--- config.mk ---
export PLATFORM = sky130hd
export DESIGN_NAME = sync_ram
export DESIGN_NICKNAME = d
export VERILOG_FILES = /design/src/rtl/ram_pkg.sv /design/src/rtl/ram_rdpipe.sv /design/src/rtl/sync_ram.sv
export SDC_FILE = /design/constraint.sdc
export NUM_CORES = 1
export LEC_CHECK = 0
export ABC_AREA = 1
export CORE_MARGIN = 4
export CORE_UTILIZATION = 24
export DETAILED_ROUTE_END_ITERATION = 7
export SYNTH_ARGS = -nofsm -noshare
export SYNTH_HDL_FRONTEND = slang
export SYNTH_SLANG_ARGS = --single-unit
--- constraint.sdc ---
create_clock -name CLK -period 2.95 [get_ports CLK]
set_input_delay 0.885 -clock CLK [delete_from_list [all_inputs] [get_ports CLK]]
set_output_delay 0.885 -clock CLK [all_outputs]
set_load 0.01 [all_outputs]
--- src/rtl/ram_pkg.sv ---
// Shared types and default geometry for the synchronous RAM.
// Imported by the RAM top and its read-latency pipeline.
package ram_pkg;

  typedef enum logic {
    ST_CLEAR = 1'b0,
    ST_READY = 1'b1
  } ram_state_t;

  localparam int RAM_DATASIZE_DEF = 8;
  localparam int RAM_ADRSIZE_DEF  = 5;
  localparam int RAMDEPTH_DEF     = 1 << RAM_ADRSIZE_DEF;
  localparam int RAM_RDLAT_DEF    = 1;
  localparam int RAM_RDLAT_MIN    = 1;
  localparam int RAM_RDLAT_MAX    = 4;

endpackage

--- src/rtl/ram_rdpipe.sv ---
// Read-latency delay line (LAT-1 stages of data plus valid)
// followed by the DOUT/DVALID output register that holds data.
module ram_rdpipe
  import ram_pkg::*;
#(
  parameter int W   = RAM_DATASIZE_DEF,
  parameter int LAT = RAM_RDLAT_DEF
) (
  input  logic         clk,
  input  logic         rst_n,
  input  logic         in_vld,
  input  logic [W-1:0] in_data,
  output logic         out_vld,
  output logic [W-1:0] out_data
);

  logic         tail_vld;
  logic [W-1:0] tail_data;

  generate
    if (LAT > 1) begin : g_dly
      logic         vld_q [LAT-1];
      logic [W-1:0] dat_q [LAT-1];

      always_ff @(posedge clk or negedge rst_n) begin
        if (!rst_n) begin
          for (int i = 0; i < LAT-1; i++) begin
            vld_q[i] <= 1'b0;
            dat_q[i] <= '0;
          end
        end else begin
          vld_q[0] <= in_vld;
          dat_q[0] <= in_data;
          for (int i = 1; i < LAT-1; i++) begin
            vld_q[i] <= vld_q[i-1];
            dat_q[i] <= dat_q[i-1];
          end
        end
      end

      assign tail_vld  = vld_q[LAT-2];
      assign tail_data = dat_q[LAT-2];
    end else begin : g_thru
      assign tail_vld  = in_vld;
      assign tail_data = in_data;
    end
  endgenerate

  // DOUT only moves when a read completes; DVALID is a 1-edge pulse
  always_ff @(posedge clk or negedge rst_n) begin
    if (!rst_n) begin
      out_vld  <= 1'b0;
      out_data <= '0;
    end else begin
      out_vld <= tail_vld;
      if (tail_vld) begin
        out_data <= tail_data;
      end
    end
  end

endmodule

--- src/rtl/sync_ram.sv ---
// Single-port synchronous RAM with self-clearing array,
// configurable read latency and a CLR request input.
module sync_ram
  import ram_pkg::*;
#(
  parameter int RAM_DATASIZE = RAM_DATASIZE_DEF,
  parameter int RAM_ADRSIZE  = RAM_ADRSIZE_DEF,
  parameter int RAMDEPTH     = 1 << RAM_ADRSIZE,
  parameter int RAM_RDLAT    = RAM_RDLAT_DEF
) (
  input  logic                    CLK,
  input  logic                    RST_N,
  input  logic                    CS_N,
  input  logic                    WE,
  input  logic [RAM_ADRSIZE-1:0]  ADR,
  input  logic [RAM_DATASIZE-1:0] DIN,
  input  logic                    CLR,
  output logic [RAM_DATASIZE-1:0] DOUT,
  output logic                    DVALID,
  output logic                    RDY
);

  localparam int LAT =
    (RAM_RDLAT < RAM_RDLAT_MIN) ? RAM_RDLAT_MIN :
    (RAM_RDLAT > RAM_RDLAT_MAX) ? RAM_RDLAT_MAX :
    RAM_RDLAT;

  localparam logic [RAM_ADRSIZE:0] DEPTH_L =
    (RAM_ADRSIZE+1)'(RAMDEPTH);

  ram_state_t               state;
  logic [RAM_ADRSIZE:0]     clr_cnt;
  logic [RAM_ADRSIZE-1:0]   clr_idx;
  logic                     rdy_q;

  logic [RAM_DATASIZE-1:0]  mem [RAMDEPTH];

  logic                     clr_we;
  logic                     acc;
  logic                     in_rng;
  logic                     wr_en;
  logic                     rd_en;
  logic [RAM_DATASIZE-1:0]  rd_data;

  assign clr_idx = clr_cnt[RAM_ADRSIZE-1:0];
  assign clr_we  = (state == ST_CLEAR) && (clr_cnt != DEPTH_L);
  assign acc     = rdy_q && !CS_N && !CLR;
  assign in_rng  = {1'b0, ADR} < DEPTH_L;
  assign wr_en   = acc && WE && in_rng;
  assign rd_en   = acc && !WE;
  assign rd_data = in_rng ? mem[ADR] : '0;

  // Counter parks at DEPTH_L for one edge before ST_READY
  always_ff @(posedge CLK or negedge RST_N) begin
    if (!RST_N) begin
      state   <= ST_CLEAR;
      clr_cnt <= '0;
      rdy_q   <= 1'b0;
    end else begin
      unique case (state)
        ST_CLEAR: begin
          if (clr_cnt == DEPTH_L) begin
            state <= ST_READY;
            rdy_q <= 1'b1;
          end else begin
            clr_cnt <= clr_cnt + 1'b1;
          end
        end
        ST_READY: begin
          if (CLR) begin
            state   <= ST_CLEAR;
            clr_cnt <= '0;
            rdy_q   <= 1'b0;
          end
        end
        default: begin
          state <= ST_CLEAR;
          rdy_q <= 1'b0;
        end
      endcase
    end
  end

  always_ff @(posedge CLK) begin
    unique case (1'b1)
      clr_we:  mem[clr_idx] <= '0;
      wr_en:   mem[ADR]     <= DIN;
      default: ;
    endcase
  end

  ram_rdpipe #(
    .W   (RAM_DATASIZE),
    .LAT (LAT)
  ) u_rdpipe (
    .clk      (CLK),
    .rst_n    (RST_N),
    .in_vld   (rd_en),
    .in_data  (rd_data),
    .out_vld  (DVALID),
    .out_data (DOUT)
  );

  assign RDY = rdy_q;

endmodule
Word-level counts from Yosys, hierarchy flattened

Memories as Yosys holds them, arrays and structs flattened. A register that Yosys moved wholly into a read port is not among the register bits.
Cells that the tools add are included.

Register bits: 9
Memories: 1
RAM bits: 256

Memories:

| memory | words | bits a word | read ports | clocked after Yosys merged registers in | write ports | RTL line       | text |
|---|---|---|---|---|---|---|---|
| mem    | 32    | 8           | 1          | 1                                       | 2           | sync_ram.sv:36 | `logic [RAM_DATASIZE-1:0] mem [RAMDEPTH];` |

Add/sub/neg operators: 1
Muxes and demuxes: 13
Bitwise logic cells: 1
Eq/ne operators: 5
Reduce and logical (&&, ||, !) cells: 11

Operators by type and width:

| cell                                                   | count |
|---|---|
| 2-to-1 mux 6 bit                                       | 2 |
| case mux 6 bit (2 select lines)                        | 1 |
| 2-to-1 mux 1 bit                                       | 8 |
| adder 6 x 1 -> 6 bit (second input constant)           | 1 |
| == test 6 bit (second input constant)                  | 1 |
| inequality test 6 bit (second input constant)          | 1 |
| logical AND 1 bit                                      | 5 |
| logical NOT 1 bit                                      | 4 |
| inequality test 2 bit (second input constant)          | 2 |
| case mux 1 bit (2 select lines)                        | 2 |
| AND reduction 2 bit                                    | 2 |
| inequality test 2 x 1 -> 1 bit (second input constant) | 1 |
| NOT 1 bit                                              | 1 |

Longest topological paths before layout

Gate-level depths: netlist of run 1.

Depth in word-level cells: 6
Mapped depth: 14

Modules after synthesis

A second synthesis of run 1 with hierarchy kept.

Cell total of the unflattened synthesis: 1,516
Area, all modules: 13,052.5 um2

Modules (own cells, without submodules):

| module     | area each (um2) | instances | cells each |
|---|---|---|---|
| sync_ram   | 12,722.2        | 1         | 1,481 |
| ram_rdpipe | 330.3           | 1         | 35 |

Worst setup path after synthesis of run 1

Ideal clock, no wire load.

Path type: input -> register
Start: input ADR[0]
End: memory mem[10][0] in the netlist's numbering (enable)
Path slack: 297 ps
Setup time: 384 ps
Data required time: 2,566 ps
Buffers on the path: 3
Data arrival time: 2,269 ps
Cell stages on the path: 6
Path through: buf_4 -> buf_2 -> buf_2 -> nor3_4 -> nand2_2 -> o21ai_0

RTL lines:

| element            | RTL line       | text |
|---|---|---|
| start: declaration | sync_ram.sv:15 | `input logic [RAM_ADRSIZE-1:0] ADR,` |
| end: declaration   | sync_ram.sv:36 |  |

==> results of run 1 <==
## worst min-delay path by stage
stage                                startpoint                               end  slack (ns)
2_1_floorplan            clr_cnt[5]$_DFFE_PN0N_            clr_cnt[5]$_DFFE_PN0N_        0.49
6_report       u_rdpipe.out_data[6]$_DFFE_PN0P_  u_rdpipe.out_data[6]$_DFFE_PN0P_        0.55
3_5_place_dp             clr_cnt[5]$_DFFE_PN0N_            clr_cnt[5]$_DFFE_PN0N_        0.54
5_1_grt                  clr_cnt[5]$_DFFE_PN0N_            clr_cnt[5]$_DFFE_PN0N_        0.59
3_3_place_gp             clr_cnt[5]$_DFFE_PN0N_            clr_cnt[5]$_DFFE_PN0N_        0.52
4_1_cts                  clr_cnt[5]$_DFFE_PN0N_            clr_cnt[5]$_DFFE_PN0N_        0.55
## where the power goes
part	internal, mW	switching (mW)	leakage, nW
registers	4.77	0.217	2.42
clock network	2.18	1.54	0.480
logic	0.635	1.26	3.67
total	7.59	3.01	6.57
## layer usage
layer | track usage [%] | vias up | part of all wire [%]
met2 | 20.9 | 352 | 46
met3 | 2.02 | 75 | 7.3
li1 | - | 4826 | -
met4 | 4.30 | 0 | 3.6
met1 | 16.8 | 4743 | 43
met5 | 0 | - | 0
## cell type report
| class | instances | share of cell area, % |
|---|---|---|
| Sequential cell | 273 | 51.6 |
| Multi-Input combinational cell | 1060 | 27.4 |
| Inverter | 52 | 1.25 |
| Tap cell | 688 | 5.47 |
| Timing Repair Buffer | 126 | 8.06 |
| Clock buffer | 35 | 5.03 |
| Clock inverter | 21 | 1.19 |
## registers in the layout, summed over array words and instances (netlist names)
name               count
mem                  256
u_rdpipe.out_data      8
clr_cnt                6
RDY                    1
state                  1
u_rdpipe.out_vld       1
## cells by family (layout without fill, tap and decap cells)
kind of cell | Yosys count | count (layout) | share of synthesized area, %
AOI/OAI and AO/OA | 38 | 38 | 1.73
and+or+nand+nor | 1016 | 1016 | 31.1
DFF | 273 | 273 | 62.8
buffers and inverters | 126 | 234 | 3.82
xor gates and xnor gates | 2 | 2 | 0.136
adders and majority gates | 4 | 4 | 0.387
## stage by stage
stage / power, mW / area, um2 / std cells / TNS [ns] / hold slack, ns
after floorplan: 6.02 / 12900 / 1459 / 0 / 0.491
after global placement: 6.93 / 14800 / 2199 / -6.24 / 0.517
after detailed placement: 6.95 / 14800 / 2199 / -1.93 / 0.536
after CTS: 10.7 / 15700 / 2255 / 0 / 0.551
after global routing: 11.0 / 15700 / 2255 / 0 / 0.587
final: 10.6 / 15700 / 2255 / 0 / 0.552
## worst max-delay path, stage by stage (launching register included)
cell and delay (ns):
dfrtp_1 0.46, inv_1 0.10, ha_1 0.27, nand3_1 0.14
nand2_1 0.08, buf_4 0.19, o31ai_1 0.97
## cell usage in the layout (no fill, tap or decap), types with 9 or more instances in the layout
cell             Yosys  layout
buf_12               0      21
nand3_1             32      32
o21ai_0             17      17
inv_1               51      50
nand2_1            647     647
clkbuf_16            0      31
clkdlybuf4s50_1      0      25
or2_2                9       9
nand2_2             32      32
edfxtp_1           256     256
o31ai_1             12      12
dfrtp_1             17      17
nor2_1             280     280
clkinv_2             0       9
buf_4                1      79
==> out/qor.csv, run 1 <==
metric,value,unit
io_buffers,27,
hold_depth,3,
fin_util,29.7,%
core,0.0530,mm2
synth-edff-count,256,
fp.dieW,240,um
worst_slew_pin_slew,1.21,ns
top_level_ports,28,
dr.pass1.iters,5,
dpl_worst_slack,-0.0702,ns
finalHoldViolCount,0,
post-synth-top-area-cell,edfxtp_1,
rows,84,
areaGrowthSynthToFinish,21.8,%
rr_endpoint,mem[18][7]$_SDFFCE_PN0P_,
rrSetupSlack,0.35,ns
ys_top_cells_by_area,"edfxtp_1 (60%), nand2_1 (19%), nor2_1 (8.1%)",
synth_flop_cell,edfxtp_1,
vdd_drop_max,346,uV
hpwl,24100,um
fp.dieH,240,um
slew_viol_final,0,
clkTransAtPathRegs,0.06,ns
synth_seq_area_share,62.8,%
initial_core_util,24.4,%
synth_seq_cells,273,
status,completed,
cts_setup_buffers,0,
diodes,0,
setup_violations,0,
ant_nets,0,
relSlewSlack,18.6,%
drc,0,
crit_end,mem[18][7]$_SDFFCE_PN0P_,
viasPerCell,4.43,
reg2reg_depth,6,
cts_tree,yes,
cp.arrival,2.77,ns
period_needed,2.60,ns
timing.max_cap.violations,0,
worstPathMaxFanout,10,
synthArstFlopShare,6.23,%
cp-startpoint,clr_cnt[0]$_DFFE_PN0N_,
crit_type,flop to flop,
grt_antenna_before_repair,0,
drt_wl_total,36900,um
min_period_over_period,88.3,%
dr_total_vias,9996,
grt_pass1_vias,9909,
grt_overflow_total,0,
area.sequential,0.00811,mm2
hp-class,flop to flop,
cts_hold_buf,0,
post_cts_resized,0,
power.density,674,mW/mm2
nets,1566,
synth_most_common_cell,nand2_1,
worst_skew_pair.late_latency,0.56,ns
die_area,0.0576,mm2
root_buffer,clkbuf_16,
critPathLaunchType,flop,
rsz0062_at_grt,false,
n_fill_cell,5550,
grt_pass1_wl,56200,um
end_kind,flop,
p_leak,6.57,nW
worst_slack,0.345,ns
cts.path.max_buffers,3,
multi_input_area,0.00431,mm2
routabilityCongestion,0.853,
max_freq,384,MHz
regToRegStartpoint,clr_cnt[0]$_DFFE_PN0N_,
postSynthAreaPerCell,8.86,um2
netlist_area,0.0129,mm2
drive_gt1_share,12.4,%
skew,0.0168,ns
htree_levels,1,
cts_buffers,31,
required,3.12,ns
cts.sinks,273,
first_iter_violations,819,
grt_start_max_net_pins,88,
synthCells,1459,
detail_route.wl_per_cell,16.4,um
track_usage,12.6,%
synth.distinct_cells,26,
ys.warnings.count,0,
syn_nets,1481,
yosys.area.top_type_share,59.5,%
ys_top_cells_by_count,"nand2_1 (647), nor2_1 (280), edfxtp_1 (256)",
Power figures use the tool's default switching activity.
==> run 2: changes to the inputs <==
--- a/config.mk
+++ b/config.mk
@@ -6,7 +6,7 @@
 export NUM_CORES = 1
 export LEC_CHECK = 0
 export ABC_AREA = 1
-export CORE_MARGIN = 4
+export CORE_MARGIN = 8
 export CORE_UTILIZATION = 24
 export DETAILED_ROUTE_END_ITERATION = 7
 export SYNTH_ARGS = -nofsm -noshare
==> out/qor.csv, run 2 (synthesis gave the netlist of run 1 again) <==
metric,value,unit,change
hold_depth,2,,-1
critPathLaunchType,flop,,
cts_tree,yes,,
reg_top3,"mem x256, u_rdpipe.out_data x8, clr_cnt x6",,
hpwl,24200,um,+0.30%
grt_overflow_total,0,,unchanged
post_cts_resized,0,,unchanged
htree_levels,1,,unchanged
final_common_cell,nand2_1,,
regToRegStartpoint,clr_cnt[0]$_DFFE_PN0N_,,
top_level_ports,28,,unchanged
rows,85,,+1.2%
cts_buffers,29,,-6.5%
setup_violations,0,,unchanged
crit_type,flop to output pin,,
first_iter_violations,992,,+21%
initial_core_util,24.2,%,-0.24 points
crit_slowest_cell,clkdlybuf4s50_1,,
required,2.07,ns,-1.05 ns
max_freq,402,MHz,+4.8%
fin_area,0.0157,mm2,-0.18%
regMostFlops,mem,,
reg2reg_depth,6,,unchanged
diodes,0,,unchanged
slew_viol_final,0,,unchanged
path_cells,clkdlybuf4s50_1,,
crit_buf_inv,1,,-1
cts.sinks,273,,unchanged
vdd_drop_max,414,uV,+20%
grt_pass1_wl,55800,um,-0.64%
grt_pass1_vias,9797,,-1.1%
cts_setup_buffers,0,,unchanged
areaGrowthSynthToFinish,21.5,%,
hp-start,clr_cnt[5]$_DFFE_PN0N_,,
cts_hold_buf,0,,unchanged
rr_endpoint,mem[5][6]$_SDFFCE_PN0P_,,
status,completed,,
grt_start_max_net_pins,72,,-18%
slowest_delay,0.59,ns,-0.38 ns
clkTransAtPathRegs,0.06,ns,about the same
fp.dieH,248,um,+3.3%
min_period_over_period,84.2,%,-4.1 points
root_buffer,clkbuf_16,,
min_to,clr_cnt[5]$_DFFE_PN0N_,,
crit_family,buffers and inverters,,
fp.dieW,248,um,+3.3%
final_cell_mix,"nand2_1 (647), nor2_1 (280), edfxtp_1 (256)",,
detail_route.wl_per_cell,16.2,um,-1.1%
io_buffers,27,,unchanged
die_area,0.0615,mm2,+6.8%
worst_slew_pin_slew,1.03,ns,-0.180 ns
relSlewSlack,30.7,%,+12 points
drive_gt1_share,12.4,%,-0.072 points
track_usage,11.8,%,-0.83 points
worst_skew_pair.late_latency,0.56,ns,about the same
hp-class,flop to flop,,
timing.max_cap.violations,0,,unchanged
dr.pass1.iters,5,,unchanged
placed_area,0.0148,mm2,+0.42%
rrSetupSlack,0.56,ns,+0.21 ns
worstPathMaxFanout,2,,-8
p_leak,6.55,nW,-0.33%
hold_slack,0.537,ns,-0.0141 ns
period_needed,2.48,ns,-0.120 ns
cp.arrival,1.60,ns,-1.17 ns
drc,0,,unchanged
power.density,661,mW/mm2,-2.0%
viasPerCell,4.44,,+0.19%
rsz0062_at_grt,false,,
fin_tns_setup,0,ns,unchanged
dr_total_vias,10100,,+0.59%
largest_reg_flops,256,,unchanged
routabilityCongestion,0.825,,-3.3%
nets,1567,,+0.064%
grt_antenna_before_repair,1,,+1
ant_nets,0,,unchanged
drt_wl_total,36600,um,-0.68%
skew,0.0191,ns,+0.00233 ns
core,0.0535,mm2,+0.99%
end_kind,output pin,,
finalHoldViolCount,0,,unchanged
cts.path.max_buffers,3,,unchanged
run 2: metal layers:
metal | GRT usage [%] | vias to the layer above | wire length (um)
met5 | 0 | - | 0
met4 | 3.48 | 0 | 1010
met3 | 1.60 | 61 | 2590
met2 | 19.8 | 355 | 17100
met1 | 15.7 | 4815 | 16000
li1 | - | 4824 | -
run 2: how the worst max path moves through the flow:
stage                                     startpoint  depth (start not counted)                  endpoint  slack [ns]
floorplan                                     ADR[0]                          6  mem[10][0]$_SDFFCE_PN0P_        0.30
detailed placement                               CLR                          8   mem[5][5]$_SDFFCE_PN0P_       -0.05
global route        u_rdpipe.out_data[2]$_DFFE_PN0P_                          1                   DOUT[2]        0.42
global placement                                 CLR                          8   mem[5][6]$_SDFFCE_PN0P_       -0.05
finish              u_rdpipe.out_data[2]$_DFFE_PN0P_                          1                   DOUT[2]        0.47
CTS                 u_rdpipe.out_data[2]$_DFFE_PN0P_                          1                   DOUT[2]        0.44
run 2: power by group:
part / internal (mW) / switching, mW / leakage, nW
sequential: 4.77 / 0.248 / 2.42
clock: 1.94 / 1.48 / 0.435
combinational: 0.655 / 1.27 / 3.69
total: 7.37 / 3.00 / 6.55
run 2: layout make-up:
type / count / area [um2]
timing repair buffer: 129 / 1320
inverter: 52 / 196
clock buffer: 39 / 783
sequential: 273 / 8110
fill: 5548 / 37800
clock inverter: 15 / 104
tap: 696 / 871
multi-input combinational: 1060 / 4320
run 2: metrics by stage:
step	utilization (%)	setup WS (ns)	std cells	total power, mW
4_1_cts	29.4	0.436	2264	10.4
3_3_place_gp	27.7	-0.0529	2210	6.98
5_1_grt	29.4	0.425	2264	10.8
6_report	29.4	0.465	2264	10.4
2_1_floorplan	-	0.297	1459	6.02
3_5_place_dp	27.7	-0.0517	2210	7.01
==> run 3: changes to the inputs <==
==> constraint.sdc (replaced) <==
create_clock -name CLK -period 2.2 [get_ports CLK]
set_input_delay 0.66 -clock CLK [delete_from_list [all_inputs] [get_ports CLK]]
set_output_delay 0.66 -clock CLK [all_outputs]
set_load 0.01 [all_outputs]
==> out/qor.csv, run 3 (synthesis gave the netlist of run 1 again) <==
metric,value,unit,change
cts.sinks,273,,unchanged
grt_start_max_net_pins,49,,-32%
rsz0062_at_grt,true,,
rr_endpoint,mem[23][4]$_SDFFCE_PN0P_,,
fp.dieW,248,um,unchanged
rows,85,,unchanged
grt_overflow_total,0,,unchanged
rrSetupSlack,0.14,ns,-0.42 ns
relSlewSlack,34.1,%,+3.4 points
crit_type,flop to output pin,,
cp-startpoint,u_rdpipe.out_data[2]$_DFFE_PN0P_,,
final_cell_mix,"nand2_1 (644), nor2_1 (280), edfxtp_1 (256)",,
multi_input_area,0.00464,mm2,+7.5%
detail_route.wl_per_cell,16.3,um,+0.44%
cts_buffers,29,,unchanged
total_power,14.2,mW,+37%
dr_total_vias,10100,,+0.31%
drc,0,,unchanged
ant_nets,0,,unchanged
cts_hold_buf,0,,unchanged
finalHoldViolCount,0,,unchanged
reg2reg_depth,10,,+4
hpwl,24600,um,+1.5%
drive_gt1_share,14.3,%,+1.9 points
fin_tns_setup,0,ns,unchanged
crit_slowest_cell,clkdlybuf4s50_1,,
dpl.cell_count,2213,,+0.14%
die_area,0.0615,mm2,unchanged
first_iter_violations,886,,-11%
slowest_delay,0.57,ns,-0.02 ns
clkTransAtPathRegs,0.06,ns,about the same
end_kind,output pin,,
reg_top3,"mem x256, u_rdpipe.out_data x8, clr_cnt x6",,
areaGrowthSynthToFinish,24.3,%,
min_period_over_period,96.2,%,
cts_tree,yes,,
regToRegStartpoint,clr_cnt[4]$_DFFE_PN0N_,,
timing.max_cap.violations,0,,unchanged
area.sequential,0.00811,mm2,unchanged
cts.path.max_buffers,3,,unchanged
routabilityCongestion,0.809,,-1.9%
diodes,0,,unchanged
grt_pass1_vias,9994,,+2.0%
max_freq,473,MHz,
nets,1571,,+0.26%
dr.pass1.iters,5,,unchanged
crit_buf_inv,1,,unchanged
worst_slew_pin_slew,0.985,ns,-0.0458 ns
fin_area,0.0161,mm2,+2.3%
grt_antenna_before_repair,1,,unchanged
regMostFlops,mem,,
crit_family,buffers and inverters,,
vdd_drop_max,349,uV,-16%
top_level_ports,28,,unchanged
power.density,887,mW/mm2,+34%
skew,0.0127,ns,-0.00644 ns
worst_skew_pair.late_latency,0.55,ns,about the same
grt_pass1_wl,56600,um,+1.5%
drt_wl_total,36800,um,+0.30%
setup_violations,0,,unchanged
io_buffers,27,,unchanged
stdcell_count,2261,,-0.13%
root_buffer,clkbuf_16,,
path_cells,clkdlybuf4s50_1,,
worstPathMaxFanout,2,,unchanged
initial_core_util,24.2,%,unchanged
largest_reg_flops,256,,unchanged
slew_viol_final,0,,unchanged
core,0.0535,mm2,unchanged
hp-class,primary input to asynchronous set/reset pin,,
critPathLaunchType,flop,,
p_leak,6.65,nW,+1.5%
placed_area,0.0151,mm2,+1.9%
required,1.54,ns,-0.53 ns
hold_slack,0.533,ns,-0.00485 ns
period_needed,2.12,ns,
fp.dieH,248,um,unchanged
cp.arrival,1.46,ns,-0.14 ns
n_fill_cell,5512,,-0.65%
final_common_cell,nand2_1,,
viasPerCell,4.46,,+0.44%
track_usage,11.9,%,+0.16 points
status,completed,,
htree_levels,1,,unchanged
## run 3: layer usage
layer  share of wire, %  routed length [um]  vias to the layer above  track usage (%)
li1                   -                   -                     4843                -
met2                 46               17100                      343             20.0
met1                 43               15800                     4827             15.7
met5              0.035                  13                        -                0
met3                7.9                2890                       71             2.17
met4                2.6                 971                        2             3.48
## run 3: cell type report
type                       count  area share, %
clock inverter                 8          0.421
clock buffer                  39           4.94
sequential                   273           50.5
timing repair buffer         133           8.57
multi-input combinational   1060           28.9
inverter                      52           1.22
tap                          696           5.42
## run 3: through the flow
stage | setup WS (ns) | utilization [%]
2_1_floorplan | -0.0627 | -
3_3_place_gp | -0.476 | 28.2
3_5_place_dp | -0.503 | 28.2
4_1_cts | -0.00188 | 29.9
5_1_grt | -0.0253 | 30.0
6_report | 0.0840 | 30.0
## run 3: worst max-delay path by stage
stage               slack (ns)  depth (start not counted)                  endpoint
finish                    0.08                          1                   DOUT[2]
global route             -0.03                          8  mem[15][2]$_SDFFCE_PN0P_
CTS                     -0.002                          7  mem[12][6]$_SDFFCE_PN0P_
detailed placement       -0.50                          9  mem[24][7]$_SDFFCE_PN0P_
global placement         -0.48                          9  mem[17][7]$_SDFFCE_PN0P_
floorplan                -0.06                          7  mem[19][0]$_SDFFCE_PN0P_
## run 3: what timing repair did
item	in CTS	in global routing
hold endpoints to repair	0	0
resized for setup	1	11
pin swaps	0	1
buffers inserted	0	1
endpoints found under the setup margin	8	122
## run 3: where the power goes
group	switching, mW	total, mW	internal [mW]
Combinational	2.05	3.10	1.05
Sequential	0.221	6.62	6.40
Clock	1.91	4.52	2.60
